--- src/rtl/mem_arbiter_pkg.sv ---
// mem_arbiter_pkg: access-size and owner encodings shared by the memory arbiter
package mem_arbiter_pkg;
   localparam logic [1:0] MemByte = 2'b00;
   localparam logic [1:0] MemHalf = 2'b01;
   localparam logic [1:0] MemWord = 2'b10;
   localparam logic OwnMem = 1'b0;
   localparam logic OwnIf  = 1'b1;
   function automatic logic [2:0] size_bytes(input logic [1:0] s);
      return (s == MemByte) ? 3'd1 : (s == MemHalf) ? 3'd2 : (s == MemWord) ? 3'd4 : 3'd1;
   endfunction
endpackage

--- src/rtl/mem_arbiter.sv ---
// mem_arbiter: arbitrates IF/MEM onto a byte-wide RAM, serializing accesses little-endian
module mem_arbiter
   import mem_arbiter_pkg::*;
#(
   parameter int ADDR_W = 32
) (
   input  logic              clk,
   input  logic              rst,
   input  logic              rdy,
   input  logic              if_req,
   input  logic [ADDR_W-1:0] if_addr,
   output logic [31:0]       if_data,
   output logic              if_done,
   input  logic              mem_req,
   input  logic              mem_we,
   input  logic [1:0]        mem_size,
   input  logic [ADDR_W-1:0] mem_addr,
   input  logic [31:0]       mem_wdata,
   output logic [31:0]       mem_rdata,
   output logic              mem_done,
   output logic              busy,
   input  logic [7:0]        ram_din,
   output logic [7:0]        ram_dout,
   output logic [ADDR_W-1:0] ram_a,
   output logic              ram_wr
);
   typedef enum logic [1:0] {IDLE, ACCESS, FINISH} state_t;
   state_t            r_state;
   logic [2:0]        r_cnt;
   logic [2:0]        r_n;
   logic              r_owner;
   logic              r_we;
   logic [ADDR_W-1:0] r_addr;
   logic [ADDR_W-1:0] r_last_a;
   logic [31:0]       r_wdata;
   logic [31:0]       r_buf;
   logic              w_acc;
   logic              w_fin;
   logic [ADDR_W-1:0] w_a;
   logic [1:0]        w_idx;
   assign w_acc = r_state == ACCESS;
   assign w_fin = r_state == FINISH && rdy;
   assign w_a   = r_addr + ADDR_W'(r_cnt);
   assign w_idx = r_cnt[1:0] - 2'd1;
   assign ram_a     = w_acc ? w_a : r_last_a;
   assign ram_wr    = w_acc && r_we && rdy;
   assign ram_dout  = (w_acc && r_we) ? r_wdata[8*r_cnt[1:0] +: 8] : 8'd0;
   assign if_done   = w_fin && r_owner == OwnIf;
   assign mem_done  = w_fin && r_owner == OwnMem;
   assign if_data   = r_buf;
   assign mem_rdata = r_buf;
   assign busy      = r_state != IDLE;
   always_ff @(posedge clk) begin
      if (rst) begin
         r_state  <= IDLE;
         r_cnt    <= 3'd0;
         r_n      <= 3'd0;
         r_owner  <= OwnMem;
         r_we     <= 1'b0;
         r_addr   <= '0;
         r_last_a <= '0;
         r_wdata  <= 32'd0;
         r_buf    <= 32'd0;
      end else if (rdy) begin
         case (r_state)
            IDLE: if (mem_req || if_req) begin
               r_owner <= mem_req ? OwnMem : OwnIf;
               r_we    <= mem_req && mem_we;
               r_n     <= mem_req ? size_bytes(mem_size) : 3'd4;
               r_addr  <= mem_req ? mem_addr : if_addr;
               r_wdata <= mem_wdata;
               r_buf   <= 32'd0;
               r_cnt   <= 3'd0;
               r_state <= ACCESS;
            end
            ACCESS: begin
               r_last_a <= w_a;
               r_cnt    <= r_cnt + 3'd1;
               if (!r_we && r_cnt != 3'd0) r_buf[8*w_idx +: 8] <= ram_din;
               if (r_cnt == (r_we ? r_n - 3'd1 : r_n)) r_state <= FINISH;
            end
            default: r_state <= IDLE;
         endcase
      end
   end
endmodule

--- config.mk ---
export PLATFORM = sky130hd
export DESIGN_NAME = mem_arbiter
export DESIGN_NICKNAME = d
export VERILOG_FILES = /design/src/rtl/mem_arbiter_pkg.sv /design/src/rtl/mem_arbiter.sv
export SDC_FILE = /design/constraint.sdc
export NUM_CORES = 1
export LEC_CHECK = 0
export CAP_MARGIN = 15
export CELL_PAD_IN_SITES_DETAIL_PLACEMENT = 2
export CELL_PAD_IN_SITES_GLOBAL_PLACEMENT = 2
export CORE_MARGIN = 2
export CORE_UTILIZATION = 37
export CTS_BUF_LIST = sky130_fd_sc_hd__clkbuf_8
export CTS_CLUSTER_SIZE = 30
export DETAILED_ROUTE_END_ITERATION = 12
export DONT_BUFFER_PORTS = 1
export PLACE_DENSITY_LB_ADDON = 0.05
export RECOVER_POWER = 25
export SLEW_MARGIN = 20
export SYNTH_ARGS = -nofsm -noshare
export SYNTH_HDL_FRONTEND = slang
export SYNTH_SLANG_ARGS = --single-unit
export TNS_END_PERCENT = 50
--- constraint.sdc ---
create_clock -name clk -period 3.7 [get_ports clk]
set_input_delay 0.74 -clock clk [delete_from_list [all_inputs] [get_ports clk]]
set_output_delay 0.74 -clock clk [all_outputs]
set_load 0.1 [all_outputs]
==> results of run 1 <==
[layout make-up]
cell class | count | area (um2)
clock inverter | 13 | 129
inverter | 15 | 56.3
timing repair buffer | 64 | 856
sequential | 138 | 2800
multi-input combinational | 657 | 4260
tap | 265 | 332
clock buffer | 19 | 262
fill | 2160 | 10900
antenna | 1 | 2.50
[registers in the layout, summed over array words and instances, names as in the netlist]
register,flops
r_owner,1
r_n,3
r_state,2
r_we,1
r_wdata,32
if_data,32
r_cnt,3
r_last_a,32
r_addr,32
[worst max-delay path by stage]
stage | startpoint | to | cells after the start
4_1_cts | r_cnt[2] | ram_a[25] | 7
6_report | r_cnt[0] | ram_a[14] | 9
2_1_floorplan | r_cnt[2] | ram_a[3] | 5
5_1_grt | r_cnt[0] | ram_a[14] | 9
3_5_place_dp | r_cnt[0] | ram_a[18] | 7
3_3_place_gp | r_cnt[2] | ram_a[18] | 6
[cells by family (layout without fill, tap and decap cells)]
family | count (synthesis) | after routing
DFF | 138 | 138
adders and majority gates | 12 | 12
muxes | 40 | 40
and+or+nand+nor | 356 | 356
other | 0 | 1
xor gates and xnor gates | 11 | 11
AOI/OAI and AO/OA | 238 | 238
buffers and inverters | 133 | 111
[critical path, stage by stage, from the launching register on]
cell	delay, ps
dfxtp_1	320
ha_1	240
fa_1	440
a21o_4	290
nand4_1	260
buf_4	170
buf_4	90
o21ai_0	110
a31oi_2	270
buf_12	210
[cells in the final DEF, fill, tap and decap left out, types with 19 or more instances in the layout]
master    instances
mux2i_1          32
nand4_1          40
dfxtp_2          28
dfxtp_1         110
o31ai_1          37
a31oi_2          22
buf_12           27
nand2_1         104
nor2_1           92
a211oi_1         40
buf_4            34
nand3_1          19
clkbuf_8         19
nor3_1           20
a21oi_1          75
[timing repair]
item | CTS | global route
hold endpoints to repair | 0 | 0
gates resized for setup | 1 | 5
setup endpoints to repair | 2 | 13
setup buffers | 0 | 5
pin swaps | 0 | 3
[stage by stage]
step / setup slack [ps] / TNS (ps) / power [mW] / util [%]
finish: 116 / 0 / 4.39 / 44.4
global route: 1.52 / 0 / 4.58 / 44.4
CTS: 27.5 / 0 / 4.43 / 44.2
detailed placement: 448 / 0 / 3.16 / 42.2
global placement: 523 / 0 / 3.11 / 42.2
floorplan: -390 / -3580 / 2.70 / -
[power by group]
part / total, mW / switching, mW / internal, mW
Clock: 1.26 / 0.628 / 0.629
Sequential: 1.73 / 0.145 / 1.59
Combinational: 1.40 / 0.951 / 0.446
Total: 4.39 / 1.72 / 2.66
[routing by layer]
| metal | part of all wire, % | up-vias | global-route usage [%] | wire length [um] |
|---|---|---|---|---|
| li1 | - | 3295 | - | - |
| met1 | 45 | 3430 | 30.4 | 11500 |
| met2 | 49 | 161 | 40.2 | 12600 |
| met3 | 4.7 | 18 | 4.64 | 1210 |
| met4 | 0.93 | 0 | 5.49 | 238 |
| met5 | 0 | - | 0 | 0 |
==> results.json, run 1 <==
{
  "ys.flop_type": "dfxtp_1",
  "dieArea_um2": 21300,
  "finClkSkew_ps": 12.6,
  "fin_crit_sh_pct": 96.9,
  "vias": 6904,
  "rr_endpoint": "r_addr[10]",
  "r2r_start": "r_state[1]",
  "wl_per_cell_um": 21.8,
  "finalNonFillerCells": 1172,
  "post_dp_cell_area_um2": 8260,
  "hold_slack_ps": 362,
  "path_max_fanout": 8,
  "power_leakage_nw": 3.02,
  "synthCells": 928,
  "dp_hpwl_um": 18300,
  "start_kind": "flip-flop",
  "design_area_um2": 8700,
  "grt_max_degree": 140,
  "area_growth_pct": 16.9,
  "yosys_register_bits": 138,
  "outcome": "finished, violations left",
  "dr.pass1.iters": 4,
  "clk_pin_slew_ps": 80,
  "avgSynthCellArea_um2": 8.02,
  "synth.area.mux_share_pct": 6.73,
  "drive_gt1_share_pct": 19.5,
  "nets": 1017,
  "cts_tree": "done",
  "chipWidth_um": 146,
  "min_to": "r_last_a[0]",
  "placedCellCount": 1134,
  "synth_top_cell_by_area": "dfxtp_1",
  "core_um2": 19600,
  "yosys.area_share.simple_pct": 23.6,
  "cts_made_buffers": 17,
  "finalSetupViolCount": 0,
  "synth_area_leaders": "dfxtp_1 37%, nand2_1 5.2%, a21oi_1 5.0%",
  "crit_path_end_kind": "primary output",
  "synthMostInstantiatedCell": "dfxtp_1",
  "synthTopCellsByCount": "138 x dfxtp_1, 104 x nand2_1, 92 x nor2_1",
  "synth-edff-count": 0,
  "synth-compound-area-share_pct": 20.7,
  "fp-row-count": 51,
  "layout_min_cycle_time_ps": 3580,
  "maxCapViolCount": 5,
  "clock_sinks": 138,
  "hold_path_class": "primary input to flip-flop",
  "grt_overflow_total": 0,
  "hold_depth": 1,
  "synth_top_area_share_pct": 37.1,
  "powerDensity_nw_per_um2": 504,
  "hold_start": "rst",
  "antenna_left": 0,
  "synth_warnings": 0,
  "ys_async_sr_fraction_pct": 0,
  "drt_iter0_markers": 321,
  "synth_xor_area_share_pct": 1.29,
  "drc": 0,
  "gp_congestion": 0.816,
  "ctsRootBufferMaster": "clkbuf_8",
  "criticalPathCategory": "flip-flop to primary output",
  "wl_um": 25600,
  "slew_violations": 111,
  "placement.io_buffers": 0,
  "grt_pass1_vias": 7341,
  "syn-num-nets": 1052,
  "synth_top_family_by_area": "simple AND/OR/NAND/NOR gates",
  "synth_area_um2": 7440,
  "antenna_found_initial": 1,
  "grt.total_usage_pct": 23.5,
  "max-slew-margin-rel_pct": -31.6,
  "ctsHoldBuffers": 0,
  "yosysUniqueCellTypes": 49,
  "clk-insertion-delay-late_ps": 450,
  "start_util_pct": 38.0,
  "ioPinCount": 220,
  "yosys.area_share.adder_pct": 2.12,
  "hold_violations": 0,
  "cts_max_path_buffers": 2,
  "rsz0062_at_grt": "no",
  "reg2reg_slack_ps": 760,
  "cts-htree-levels": 4,
  "vdd_drop_max_mv": 0.227,
  "violations": "capacitance limit, slew limit",
  "arrival_ps": 2840,
  "crit_required_ps": 2960,
  "worstRegToRegCells": 5,
  "die_y_um": 146,
  "vias_per_cell": 5.89,
  "grt_pass1_wl_um": 40300,
  "fmax_mhz": 279,
  "seq_area_frac_synth_pct": 37.1,
  "tightest_slew_ps": 1970
}
(Power assumes the default switching activity.)
==> run 2, diff against run 1 <==
==> constraint.sdc (replaced) <==
create_clock -name clk -period 4.35 [get_ports clk]
set_input_delay 0.87 -clock clk [delete_from_list [all_inputs] [get_ports clk]]
set_output_delay 0.87 -clock clk [all_outputs]
set_load 0.1 [all_outputs]
==> results.json, run 2 (synthesis gave the netlist of run 1 again) <==
{
  "outcome": "finished, violations left",
  "violations": "capacitance limit, slew limit",
  "grt.busiest_layer": "met2",
  "crit_required_ps": 3480,
  "power_leakage_nw": 2.90,
  "clk_pin_slew_ps": 100,
  "cts_setup_buffers": 0,
  "criticalPathCategory": "flip-flop to primary output",
  "ctsRootBufferMaster": "clkbuf_8",
  "cp_num_buf_inv": 1,
  "drive_gt1_share_pct": 18.7,
  "vdd_drop_max_mv": 0.220,
  "wl_per_cell_um": 21.5,
  "cp.depth": 6,
  "tightest_slew_ps": 2310,
  "grt.total_usage_pct": 23.3,
  "reg2reg_slack_ps": 850,
  "cts_made_buffers": 17,
  "vias": 6807,
  "worstRegToRegCells": 7,
  "fin_crit_sh_pct": 90.1,
  "multiInputGateArea_um2": 4250,
  "core_um2": 19600,
  "cp_slowest_cell": "or4_1",
  "startpoint": "r_cnt[2]",
  "fp-row-count": 51,
  "r2r_start": "r_cnt[0]",
  "hold_path_class": "flip-flop to flip-flop",
  "fill_cells": 2233,
  "ctsHoldBuffers": 0,
  "cp_cell_sequence": "ha_1, a21o_1, nand4_1, or4_1, a31oi_2, buf_12",
  "fin_util_pct": 42.7,
  "dp_hpwl_um": 18000,
  "crit_path_end_kind": "primary output",
  "finClkSkew_ps": 17.8,
  "dieArea_um2": 21300,
  "slowest_delay_ps": 620,
  "rr_endpoint": "if_data[23]",
  "cts-htree-levels": 4,
  "maxCapViolCount": 2,
  "vias_per_cell": 5.87,
  "cts_tree": "done",
  "hold_violations": 0,
  "path_max_fanout": 8,
  "grt_overflow_total": 0,
  "gp_congestion": 0.794,
  "grt_use_met2_pct": 39.4,
  "grt_util_met3_pct": 4.98,
  "powerDensity_nw_per_um2": 441,
  "nets": 1006,
  "dr.pass1.iters": 4,
  "grt_use_met1_pct": 30.2,
  "die_y_um": 146,
  "grt_pass1_wl_um": 39900,
  "clk-insertion-delay-late_ps": 470,
  "chipWidth_um": 146,
  "clock_sinks": 138,
  "design_area_um2": 8370,
  "wl_um": 24900,
  "mostFrequentLayoutCell": "dfxtp_1",
  "diodes": 0,
  "drt_iter0_markers": 331,
  "ctsResizeCount": 0,
  "grt_pass1_vias": 7289,
  "rsz0062_at_grt": "no",
  "critPathTopFamily": "simple AND/OR/NAND/NOR gates",
  "layout_min_cycle_time_ps": 3920,
  "finalSetupViolCount": 0,
  "fmax_mhz": 255,
  "ioPinCount": 220,
  "endpoint": "ram_a[18]",
  "drc": 0,
  "antenna_found_initial": 0,
  "arrival_ps": 3050,
  "start_kind": "flip-flop",
  "antenna_left": 0,
  "ff_latch_area_um2": 2800,
  "slew_violations": 104,
  "final_cell_mix": "106 x dfxtp_1, 104 x nand2_1, 92 x nor2_1",
  "start_util_pct": 38.0,
  "area_growth_pct": 12.5,
  "post_dp_cell_area_um2": 7960,
  "placement.io_buffers": 0,
  "max-slew-margin-rel_pct": -53.8,
  "grt_max_degree": 140,
  "cts_max_path_buffers": 2
}
-- run 2: cell types whose count changed in the layout (fill, tap and decap cells not counted), moves of 3 or more --
cell,before,now
buf_4,34,42
clkbuf_1,0,3
inv_1,18,15
dfxtp_1,110,106
buf_12,27,6
inv_6,1,6
dfxtp_2,28,32
-- run 2: per-layer routing --
layer / part of all wire [%] / vias to the layer above
li1: - / 3274
met1: 46 / 3376
met2: 49 / 138
met3: 3.9 / 19
met4: 1.1 / 0
met5: 0 / -
-- run 2: area by class of cell --
cell class	count	area share [%]
Sequential cell	138	33.5
Tap cell	265	3.96
Inverter	15	0.673
Timing Repair Buffer	53	5.99
Clock inverter	14	2.17
Multi-Input combinational cell	657	50.8
Clock buffer	18	2.96
-- run 2: worst min-delay path by stage --
| stage | start | endpoint | slack [ps] | cells past startpoint |
|---|---|---|---|---|
| after global placement | r_wdata[12] | r_wdata[12] | 440 | 2 |
| after floorplan | r_wdata[16] | r_wdata[16] | 430 | 2 |
| after CTS | rst | r_wdata[26] | 450 | 1 |
| after detailed placement | r_wdata[0] | r_wdata[0] | 440 | 2 |
| final | r_wdata[26] | r_wdata[26] | 450 | 2 |
| after global routing | rst | r_wdata[26] | 430 | 1 |
-- run 2: where the power goes --
part / total (mW) / internal (mW) / switching [mW]
clock network: 1.16 / 0.595 / 0.564
registers: 1.48 / 1.35 / 0.131
logic: 1.05 / 0.280 / 0.771
-- run 2: tightest hold or removal path: stages (launching register included) --
cell and delay, ps:
dfxtp_1 320, nand2_1 50, a21oi_1 50
-- run 2: per-stage QoR --
step           std cells  hold WS, ps  worst slack [ps]  TNS, ps  total power, mW
5_1_grt             1160          432               235        0             3.87
2_1_floorplan        928          433             -14.2    -17.9             2.28
4_1_cts             1160          447               376        0             3.73
3_5_place_dp        1128          444               894        0             2.57
6_report            1160          454               430        0             3.69
3_3_place_gp        1128          436              1030        0             2.52
